## src/rtl/ss_sequencer.sv

```systemverilog
// Save-state sequencer: walks every device on the ss2device_if bus in index
// order. It either streams each device's header and contents out (save) or
// streams them back in and writes them into the devices (restore).
`timescale 1ns/1ps
module ss_sequencer #(
    parameter int COUNT   = 8,
    parameter int TIMEOUT = 255
) (
    input  logic              clock,
    input  logic              reset_n,
    input  logic              start_save,
    input  logic              start_restore,
    output logic              busy,
    output logic              done,
    output logic              error,
    output logic [63:0]       ss_data,
    output logic [23:0]       ss_addr,
    output logic [COUNT-1:0]  ss_select,
    output logic              ss_write,
    output logic              ss_read,
    output logic              ss_query,
    input  logic [63:0]       ss_data_in [COUNT],
    input  logic [COUNT-1:0]  ss_ack,
    output logic [63:0]       out_data,
    output logic              out_valid,
    input  logic              out_ready,
    input  logic [63:0]       in_data,
    input  logic              in_valid,
    output logic              in_ready
);

    // state  | meaning
    // IDLE   | waiting for a start pulse
    // QUERY  | ss_query strobe to current device, waiting for ack or timeout
    // QWAIT  | strobe gap after query ack; skip device if it holds no words
    // HDR    | save: offer header on out_data; restore: take and check header
    // XFER   | strobe gap; restore also waits here for the next in_data word
    // XWAIT  | ss_read (save) or ss_write (restore) strobe, waiting for ack
    // STREAM | save: offer the word just read on out_data
    // NEXT   | strobe gap; advance to the next device or finish
    // FINISH | one-cycle done pulse

    localparam int          IW   = (COUNT > 1) ? $clog2(COUNT) : 1;
    localparam logic [7:0]  TMO  = 8'(TIMEOUT);
    localparam logic [24:0] MAXW = 25'h100_0000;

    typedef enum logic [3:0] {
        IDLE, QUERY, QWAIT, HDR, XFER, XWAIT, STREAM, NEXT, FINISH
    } state_t;

    state_t        state, state_nxt;
    logic          save_mode;
    logic [IW-1:0] idx;
    logic [24:0]   words;
    logic [39:0]   hdr_key;
    logic [7:0]    timer;

    logic          ack_cur;
    logic          tmo_hit;
    logic          last_word;
    logic          last_dev;
    logic          hdr_match;
    logic [31:0]   q_count;
    logic [24:0]   q_words;

    assign ack_cur   = ss_ack[idx];
    assign tmo_hit   = (timer == 8'd1) && !ack_cur;
    assign last_word = (({1'b0, ss_addr} + 25'd1) == words);
    assign last_dev  = (idx == IW'(COUNT - 1));
    assign hdr_match = ({in_data[63:56], in_data[31:0]} == hdr_key);
    assign q_count   = ss_data_in[idx][31:0];
    // The address bus is 24 bits wide, so larger devices are truncated.
    assign q_words   = (q_count > 32'h0100_0000) ? MAXW : q_count[24:0];

    // State register.
    always_ff @(posedge clock or negedge reset_n) begin
        if (!reset_n) state <= IDLE;
        else          state <= state_nxt;
    end

    // Next-state and decoded outputs; error is asserted in the same cycle the
    // FSM decides to abort so busy falls on the following cycle.
    always_comb begin
        state_nxt = state;
        busy      = (state != IDLE);
        done      = 1'b0;
        error     = 1'b0;
        ss_query  = 1'b0;
        ss_read   = 1'b0;
        ss_write  = 1'b0;
        ss_select = '0;
        out_valid = 1'b0;
        in_ready  = 1'b0;
        unique case (state)
            IDLE: begin
                if (start_save || start_restore) state_nxt = QUERY;
            end
            QUERY: begin
                ss_query  = 1'b1;
                ss_select = COUNT'(1) << idx;
                if (ack_cur)      state_nxt = QWAIT;
                else if (tmo_hit) state_nxt = NEXT;
            end
            QWAIT: begin
                state_nxt = (words == '0) ? NEXT : HDR;
            end
            HDR: begin
                if (save_mode) begin
                    out_valid = 1'b1;
                    if (out_ready) state_nxt = XFER;
                end else begin
                    in_ready = 1'b1;
                    if (in_valid) begin
                        if (hdr_match) begin
                            state_nxt = XFER;
                        end else begin
                            error     = 1'b1;
                            state_nxt = IDLE;
                        end
                    end
                end
            end
            XFER: begin
                if (save_mode) begin
                    state_nxt = XWAIT;
                end else begin
                    in_ready = 1'b1;
                    if (in_valid) state_nxt = XWAIT;
                end
            end
            XWAIT: begin
                ss_read   = save_mode;
                ss_write  = !save_mode;
                ss_select = COUNT'(1) << idx;
                if (ack_cur) begin
                    if (save_mode)      state_nxt = STREAM;
                    else if (last_word) state_nxt = NEXT;
                    else                state_nxt = XFER;
                end else if (tmo_hit) begin
                    error     = 1'b1;
                    state_nxt = IDLE;
                end
            end
            STREAM: begin
                out_valid = 1'b1;
                if (out_ready) state_nxt = last_word ? NEXT : XFER;
            end
            NEXT: begin
                state_nxt = last_dev ? FINISH : QUERY;
            end
            FINISH: begin
                done      = 1'b1;
                state_nxt = IDLE;
            end
            default: state_nxt = IDLE;
        endcase
    end

    // Datapath: run mode, device index, header, ack timer and bus/stream words.
    always_ff @(posedge clock or negedge reset_n) begin
        if (!reset_n) begin
            save_mode <= 1'b0;
            idx       <= '0;
            words     <= '0;
            hdr_key   <= '0;
            timer     <= '0;
            ss_addr   <= '0;
            ss_data   <= '0;
            out_data  <= '0;
        end else begin
            unique case (state)
                IDLE: begin
                    if (start_save || start_restore) begin
                        save_mode <= start_save;
                        idx       <= '0;
                        ss_addr   <= '0;
                        timer     <= TMO;
                    end
                end
                QUERY: begin
                    if (ack_cur) begin
                        words   <= q_words;
                        hdr_key <= {ss_data_in[idx][63:56], q_count};
                        if (save_mode) out_data <= ss_data_in[idx];
                    end else begin
                        timer <= timer - 8'd1;
                    end
                end
                XFER: begin
                    timer <= TMO;
                    if (!save_mode && in_valid) ss_data <= in_data;
                end
                XWAIT: begin
                    if (ack_cur) begin
                        if (save_mode) out_data <= ss_data_in[idx];
                        else           ss_addr  <= ss_addr + 24'd1;
                    end else begin
                        timer <= timer - 8'd1;
                    end
                end
                STREAM: begin
                    if (out_ready) ss_addr <= ss_addr + 24'd1;
                end
                NEXT: begin
                    idx     <= idx + IW'(1);
                    ss_addr <= '0;
                    timer   <= TMO;
                end
                default: ;
            endcase
        end
    end

endmodule

```

## config.mk

```make
export PLATFORM = sky130hd
export DESIGN_NAME = ss_sequencer
export DESIGN_NICKNAME = d
export VERILOG_FILES = /design/src/rtl/ss_sequencer.sv
export SDC_FILE = /design/constraint.sdc
export NUM_CORES = 1
export LEC_CHECK = 0
export CORE_AREA = 8 8 289 291
export CTS_BUF_LIST = sky130_fd_sc_hd__clkbuf_2 sky130_fd_sc_hd__clkbuf_4 sky130_fd_sc_hd__clkbuf_8
export CTS_CLUSTER_DIAMETER = 120
export DETAILED_ROUTE_END_ITERATION = 8
export DIE_AREA = 0 0 297 299
export GPL_TIMING_DRIVEN = 0
export PLACE_DENSITY = 0.42
export RECOVER_POWER = 25
export SLEW_MARGIN = 20
export SYNTH_ARGS = -nofsm -noshare
export SYNTH_HDL_FRONTEND = slang
export SYNTH_SLANG_ARGS = --single-unit
export TNS_END_PERCENT = 100
```

## constraint.sdc

```tcl
create_clock -name clock -period 5.78 [get_ports clock]
set_input_delay 0.578 -clock clock [delete_from_list [all_inputs] [get_ports clock]]
set_output_delay 0.578 -clock clock [all_outputs]
set_load 0.005 [all_outputs]
```

==> impl_metrics.py, run 1 <==
metrics = {
    "logic_synthesis": {
        "ys_seq_area_share_pct": 40.2,
        "avgSynthCellArea_um2": 11.4,
        "ys.flop_type": "dfrtp_1",
        "syn_inst": 1276,
        "synth_edf_count": 0,
        "synth_common_cells": "dfrtp_1 (233), nand2_1 (189), o21ai_0 (152), mux4_2 (123), mux2_2 (81)",
        "yosys.area.top_type": "dfrtp_1",
        "synth_area_mm2": 0.0145,
        "async_reset_ff_share_pct": 100,
        "synth_top_area_share_pct": 40.2,
        "syn-num-nets": 1875,
        "synthDistinctLibCells": 61,
        "synth.most_common_cell": "dfrtp_1",
        "ys.warnings.count": 0,
        "ys_seq_elements": 233,
        "synth_area_leaders": "dfrtp_1 (40%), mux4_2 (19%), mux2_2 (6.3%), o21ai_0 (5.3%), nand2_1 (4.9%)",
    },
    "die": {
        "core_area_mm2": 0.0786,
        "fp.dieH_um": 299,
        "io_pins": 758,
        "die_width_um": 297,
        "dieArea_mm2": 0.0888,
        "start_util_pct": 18.4,
        "rows": 103,
    },
    "power": {
        "p_per_area_mw_per_mm2": 413,
        "internal-power_mw": 5.99,
        "peakVddDrop_mv": 0.208,
        "finalPower_mw": 10.1,
        "switching_share_pct": 40.8,
        "p_sw_mw": 4.13,
        "pwr-share-comb_pct": 54.7,
        "p_seq_share_pct": 26.0,
        "leakage_nw": 9.78,
        "power_frac_clock_pct": 19.3,
    },
    "placed_design": {
        "dp_slack_ns": 0.527,
        "gp_congestion": 0.988,
        "numPortBuffers": 757,
        "dp_hpwl_um": 83800,
        "dpl.cell_count": 3086,
    },
    "worst_setup_path": {
        "worst-path-buf-inv": 6,
        "r2r_slack_ns": 0.88,
        "start_kind": "register",
        "slowest_stage": "clkbuf_1",
        "cp-end-kind": "primary output",
        "critical_path_class": "register to primary output",
        "crit_family": "buffers and inverters",
        "cpMostUsedCell": "clkbuf_1",
        "crit_arrival_ns": 4.67,
        "worstRegToRegCells": 10,
        "worstPathMaxFanout": 10,
        "crit_chain": "buf_2 -> inv_2 -> buf_1 -> clkbuf_1 -> clkbuf_1 -> ha_1 -> and2_1 -> clkdlybuf4s50_1",
        "slowest_delay_ns": 0.87,
        "rr_endpoint": "words[16]",
        "r2r-start": "idx[1]",
        "required_ns": 5.20,
    },
    "finish": {
        "drive_gt1_share_pct": 15.8,
        "seqCellArea_mm2": 0.00583,
        "area_growth_pct": 69.2,
        "final_util_pct": 31.2,
        "fin_cells": 3181,
        "multiInputGateArea_mm2": 0.00823,
        "fillCellCount": 8192,
        "fin_nets": 2686,
    },
    "sta": {
        "fin_crit_ns": 5.25,
        "hold_viol": 0,
        "drv_slew": 161,
        "max_slew_margin_pct": -102,
        "clock_skew_ns": 0.0634,
        "rsz0062_at_grt": "no",
        "worst_pin_slew_ns": 3.03,
        "fmax_mhz": 190,
        "fin_tns_setup_ns": 0,
        "min_period_over_period_pct": 90.8,
        "setup_viol": 0,
        "setup_ws_ns": 0.529,
    },
    "global_route": {
        "grt_pass1_wl_um": 133000,
        "grt_max_degree": 79,
        "antenna_found_initial": 19,
        "grt_pass1_vias": 15700,
        "grt.total_usage_pct": 21.1,
        "overflow": 0,
    },
    "drt": {
        "wire_per_inst_um": 30.7,
        "wl_um": 97600,
        "drc_errors": 0,
        "first_pass_iters": 6,
        "via_count": 14500,
        "via_per_inst": 4.57,
        "ant_nets": 0,
        "drtIter0Drc": 817,
    },
    "cts": {
        "cts_setup_buffers": 0,
        "tritoncts": "done",
        "htree_levels": 2,
        "clock_path_buffers": 3,
        "clk_latency_ns": 0.64,
        "clk_pin_slew_ns": 0.06,
        "cts_buffers": 49,
        "cts_resized": 0,
        "numClockSinks": 233,
        "cts-root-buf": "clkbuf_8",
    },
    "worst_hold_path": {
        "worstHoldStart": "out_data[45]",
        "whs_path_depth": 2,
        "hold_class": "register to register",
        "worstHoldEndpoint": "out_data[45]",
    },
    "outcome": {
        "outcome": "finished, violations left",
        "violations": "capacitance limit, slew limit",
    },
    "job": {
        "maxCapViolCount": 3,
    },
}
-- cell type report --
| type | count | area share [%] |
|---|---|---|
| diodes | 7 | 0.0715 |
| plain buffers | 87 | 1.58 |
| clock buffers | 79 | 4.08 |
| clock inverters | 9 | 0.352 |
| inverters | 12 | 0.184 |
| multi-input cells | 943 | 33.6 |
| flip-flops and latches | 233 | 23.8 |
| well taps | 1050 | 5.36 |
| repair buffers | 761 | 31.0 |
-- logic make-up (layout without fill, tap and decap cells) --
family | Yosys count | after routing | synth area share [%]
multiplexers | 271 | 271 | 30.8
buffers and inverters | 100 | 948 | 3.00
AO/OA/AOI/OAI | 222 | 222 | 8.68
adder cells (fa/ha/maj) | 9 | 9 | 0.777
flip-flops | 233 | 233 | 40.2
AND/OR/NAND/NOR | 374 | 374 | 12.4
XOR/XNOR | 67 | 67 | 4.05
other | 0 | 7 | 0
-- placed cells by master (no fill, tap or decap), types with 8 or more instances in the layout --
cell	n
a21oi_1	21
and2_1	8
and3_1	12
buf_2	17
clkbuf_1	60
clkbuf_4	15
clkbuf_8	65
clkdlybuf4s50_1	756
dfrtp_1	233
ha_1	9
inv_1	10
mux2_2	81
mux2i_1	59
mux4_2	123
nand2_1	189
nand2b_1	8
nand3_1	19
nand4_1	16
nor2_1	43
nor2b_1	10
nor3_1	16
nor4_1	24
o21ai_0	152
o31ai_1	16
xnor2_1	26
xor2_1	41
-- worst max-delay path by stage --
stage	endpoint	start	depth (start not counted)	slack (ns)
final	ss_select[3]	idx[2]	8	0.53
after global routing	out_data[4]	reset_n	3	0.21
after CTS	ss_select[3]	idx[2]	8	0.27
after detailed placement	ss_select[1]	idx[1]	9	0.53
after global placement	out_data[43]	reset_n	1	-6.86
after floorplan	ss_select[1]	idx[1]	8	2.76
-- flip-flops by register name, indices dropped and copies added (netlist names) --
signal,cells
out_data,64
ss_data,64
hdr_key,40
words,25
ss_addr,24
timer,8
state,4
idx,3
save_mode,1
-- power by group through the flow --
stage	clock (mW)	sequential [mW]	combinational [mW]
6_report	1.95	2.64	5.53
5_1_grt	2.11	2.72	5.97
4_1_cts	2.05	2.64	5.66
3_5_place_dp	0	2.66	5.66
3_3_place_gp	0	2.64	5.63
2_1_floorplan	0	2.63	2.61
-- routing by layer --
metal	global-route usage (%)	vias to the layer above	wire, µm
li1	-	6432	-
met1	26.9	7449	41700
met2	36.4	582	47900
met3	5.65	68	6790
met4	3.12	4	1170
met5	0	-	23
-- repair_timing --
item                                    in CTS  in global routing
hold buffers                                 1                  0
hold endpoints to repair                    28                  0
endpoints found under the setup margin       4                  0
-- through the flow --
step,hold slack [ns],instance area (µm²)
2_1_floorplan,0.282,14500
3_3_place_gp,0.467,23400
3_5_place_dp,0.465,23500
4_1_cts,0.324,24600
5_1_grt,0.494,24500
6_report,0.475,24500
-- worst register-to-register path: stages (launching register included) --
cell     delay (ns)
dfrtp_1        0.58
buf_2          0.43
buf_2          0.67
buf_1          0.63
mux4_2         0.41
mux2i_1        0.89
nand4_1        0.22
o41ai_2        0.38
nand3_2        0.27
buf_6          0.24
o21ai_1        0.12
No activity file was read; power rests on OpenSTA's default activity.
==> run 2: changes to the inputs <==
PLACE_DENSITY = 0.43   (was 0.42)
clock period = 4.7 ns   (was 5.78 ns; I/O delays follow)
==> impl_metrics.py, run 2 (synthesized netlist as in run 1, its figures left out) <==
metrics = {
    "worst_setup_path": {
        "cp-end-kind": "primary output",
        "worstPathMaxFanout": 11,
        "critical_path_class": "register to primary output",
        "crit_arrival_ns": 3.95,
        "slowest_delay_ns": 0.55,
        "crit_family": "buffers and inverters",
        "r2r_slack_ns": 0.31,
        "start_kind": "register",
        "crit_chain": "buf_4 -> buf_2 -> buf_4 -> clkbuf_4 -> inv_2 -> buf_2 -> ha_1 -> and3_1 -> clkdlybuf4s50_1",
        "required_ns": 4.23,
        "slowest_stage": "dfrtp_1",
        "worst-path-buf-inv": 7,
    },
    "cts": {
        "clk_latency_ns": 0.65,
        "cts_buffers": 50,
        "cts_setup_buffers": 0,
        "clk_pin_slew_ns": 0.06,
        "tritoncts": "done",
        "htree_levels": 2,
        "numClockSinks": 233,
        "clock_path_buffers": 3,
        "cts-root-buf": "clkbuf_8",
    },
    "sta": {
        "fmax_mhz": 226,
        "drv_slew": 80,
        "setup_ws_ns": 0.278,
        "max_slew_margin_pct": -54.3,
        "fin_crit_ns": 4.42,
        "whs_ns": 0.267,
        "fin_tns_setup_ns": 0,
        "setup_viol": 0,
        "min_period_over_period_pct": 94.1,
        "hold_viol": 0,
        "clock_skew_ns": 0.0302,
        "rsz0062_at_grt": "no",
        "worst_pin_slew_ns": 2.31,
    },
    "finish": {
        "fin_area_mm2": 0.0245,
        "final_cell_mix": "clkdlybuf4s50_1 (756), dfrtp_1 (233), nand2_1 (189)",
        "area_growth_pct": 69.4,
        "layout_commonest_cell": "clkdlybuf4s50_1",
        "fin_nets": 2688,
        "reg_top3": "out_data: 64 flops, ss_data: 64 flops, hdr_key: 40 flops",
        "drive_gt1_share_pct": 16.1,
        "fillCellCount": 8110,
    },
    "global_route": {
        "grtUsageMet1_pct": 24.6,
        "grt.total_usage_pct": 19.6,
        "grt_use_met3_pct": 5.27,
        "grt_busiest_layer": "met2",
        "overflow": 0,
        "grt_pass1_wl_um": 125000,
        "grt_max_degree": 90,
        "grt_pass1_vias": 15500,
        "antenna_found_initial": 23,
        "grtUsageMet2_pct": 34.1,
    },
    "power": {
        "peakVddDrop_mv": 0.167,
        "leakage_nw": 9.79,
        "p_per_area_mw_per_mm2": 502,
        "finalPower_mw": 12.3,
    },
    "drt": {
        "wl_um": 90800,
        "via_per_inst": 4.52,
        "ant_nets": 0,
        "via_count": 14400,
        "wire_per_inst_um": 28.5,
        "first_pass_iters": 5,
        "drc_errors": 0,
        "drtIter0Drc": 696,
    },
    "worst_hold_path": {
        "hold_class": "input port to async pin",
    },
    "die": {
        "core_area_mm2": 0.0786,
        "io_pins": 758,
        "fp.dieH_um": 299,
        "rows": 103,
        "start_util_pct": 18.4,
        "dieArea_mm2": 0.0888,
        "die_width_um": 297,
    },
    "placed_design": {
        "gp_congestion": 0.898,
        "dp_hpwl_um": 77200,
        "numPortBuffers": 757,
        "dp_slack_ns": -0.405,
        "dpl_cell_area_mm2": 0.0235,
    },
    "job": {
        "maxCapViolCount": 1,
    },
    "outcome": {
        "violations": "capacitance limit, slew limit",
        "outcome": "finished, violations left",
    },
}
## run 2: cell types whose count changed in the layout (fill, tap and decap cells not counted), moves of 3 or more
cell	delta
diode_2	+3
clkbuf_1	-4
clkbuf_2	+3
clkbuf_4	+3
clkbuf_8	-9
clkinv_2	+3
## run 2: repair_timing
action                                  in CTS  in global routing
endpoints found under the hold margin       86                  0
endpoints found under the setup margin      16                  0
hold buffers                                 1                  0
resized for setup                           12                  0
## run 2: path summary, 6_finish.rpt
| path | to | from | depth (start not counted) |
|---|---|---|---|
| min in group clock | ss_data[44] | in_data[44] | 2 |
| min reg2reg | out_data[47] | out_data[47] | 2 |
| max in group asynchronous | out_data[60] | reset_n | 5 |
| max | ss_select[1] | idx[1] | 9 |
| max reg2reg | words[14] | idx[2] | 10 |
| min | ss_addr[12] | reset_n | 2 |
## run 2: stage by stage
stage | utilization, % | cells
3_3_place_gp | 29.7 | 3083
5_1_grt | 31.2 | 3176
3_5_place_dp | 29.9 | 3086
2_1_floorplan | - | 1276
6_report | 31.2 | 3183
4_1_cts | 31.2 | 3173
## run 2: where the power goes
part / switching [mW] / total (mW) / internal [mW]
clock network: 1.04 / 2.38 / 1.34
logic: 3.47 / 6.69 / 3.21
registers: 0.484 / 3.26 / 2.77
total: 5.00 / 12.3 / 7.33
## run 2: layer usage
| layer | up-vias | share of wire (%) |
|---|---|---|
| met4 | 16 | 1.1 |
| met5 | - | 0.12 |
| met1 | 7314 | 42 |
| met2 | 549 | 50 |
| met3 | 73 | 6.9 |
| li1 | 6437 | - |
## run 2: layout make-up
class / count / area, µm² / share of cell area, %
diodes: 10 / 25.0 / 0.102
repair buffers: 761 / 7640 / 31.1
plain buffers: 88 / 412 / 1.68
inverters: 12 / 45.0 / 0.184
flip-flops and latches: 233 / 5830 / 23.8
well taps: 1050 / 1310 / 5.35
clock buffers: 73 / 898 / 3.66
multi-input cells: 943 / 8230 / 33.5
clock inverters: 13 / 141 / 0.576
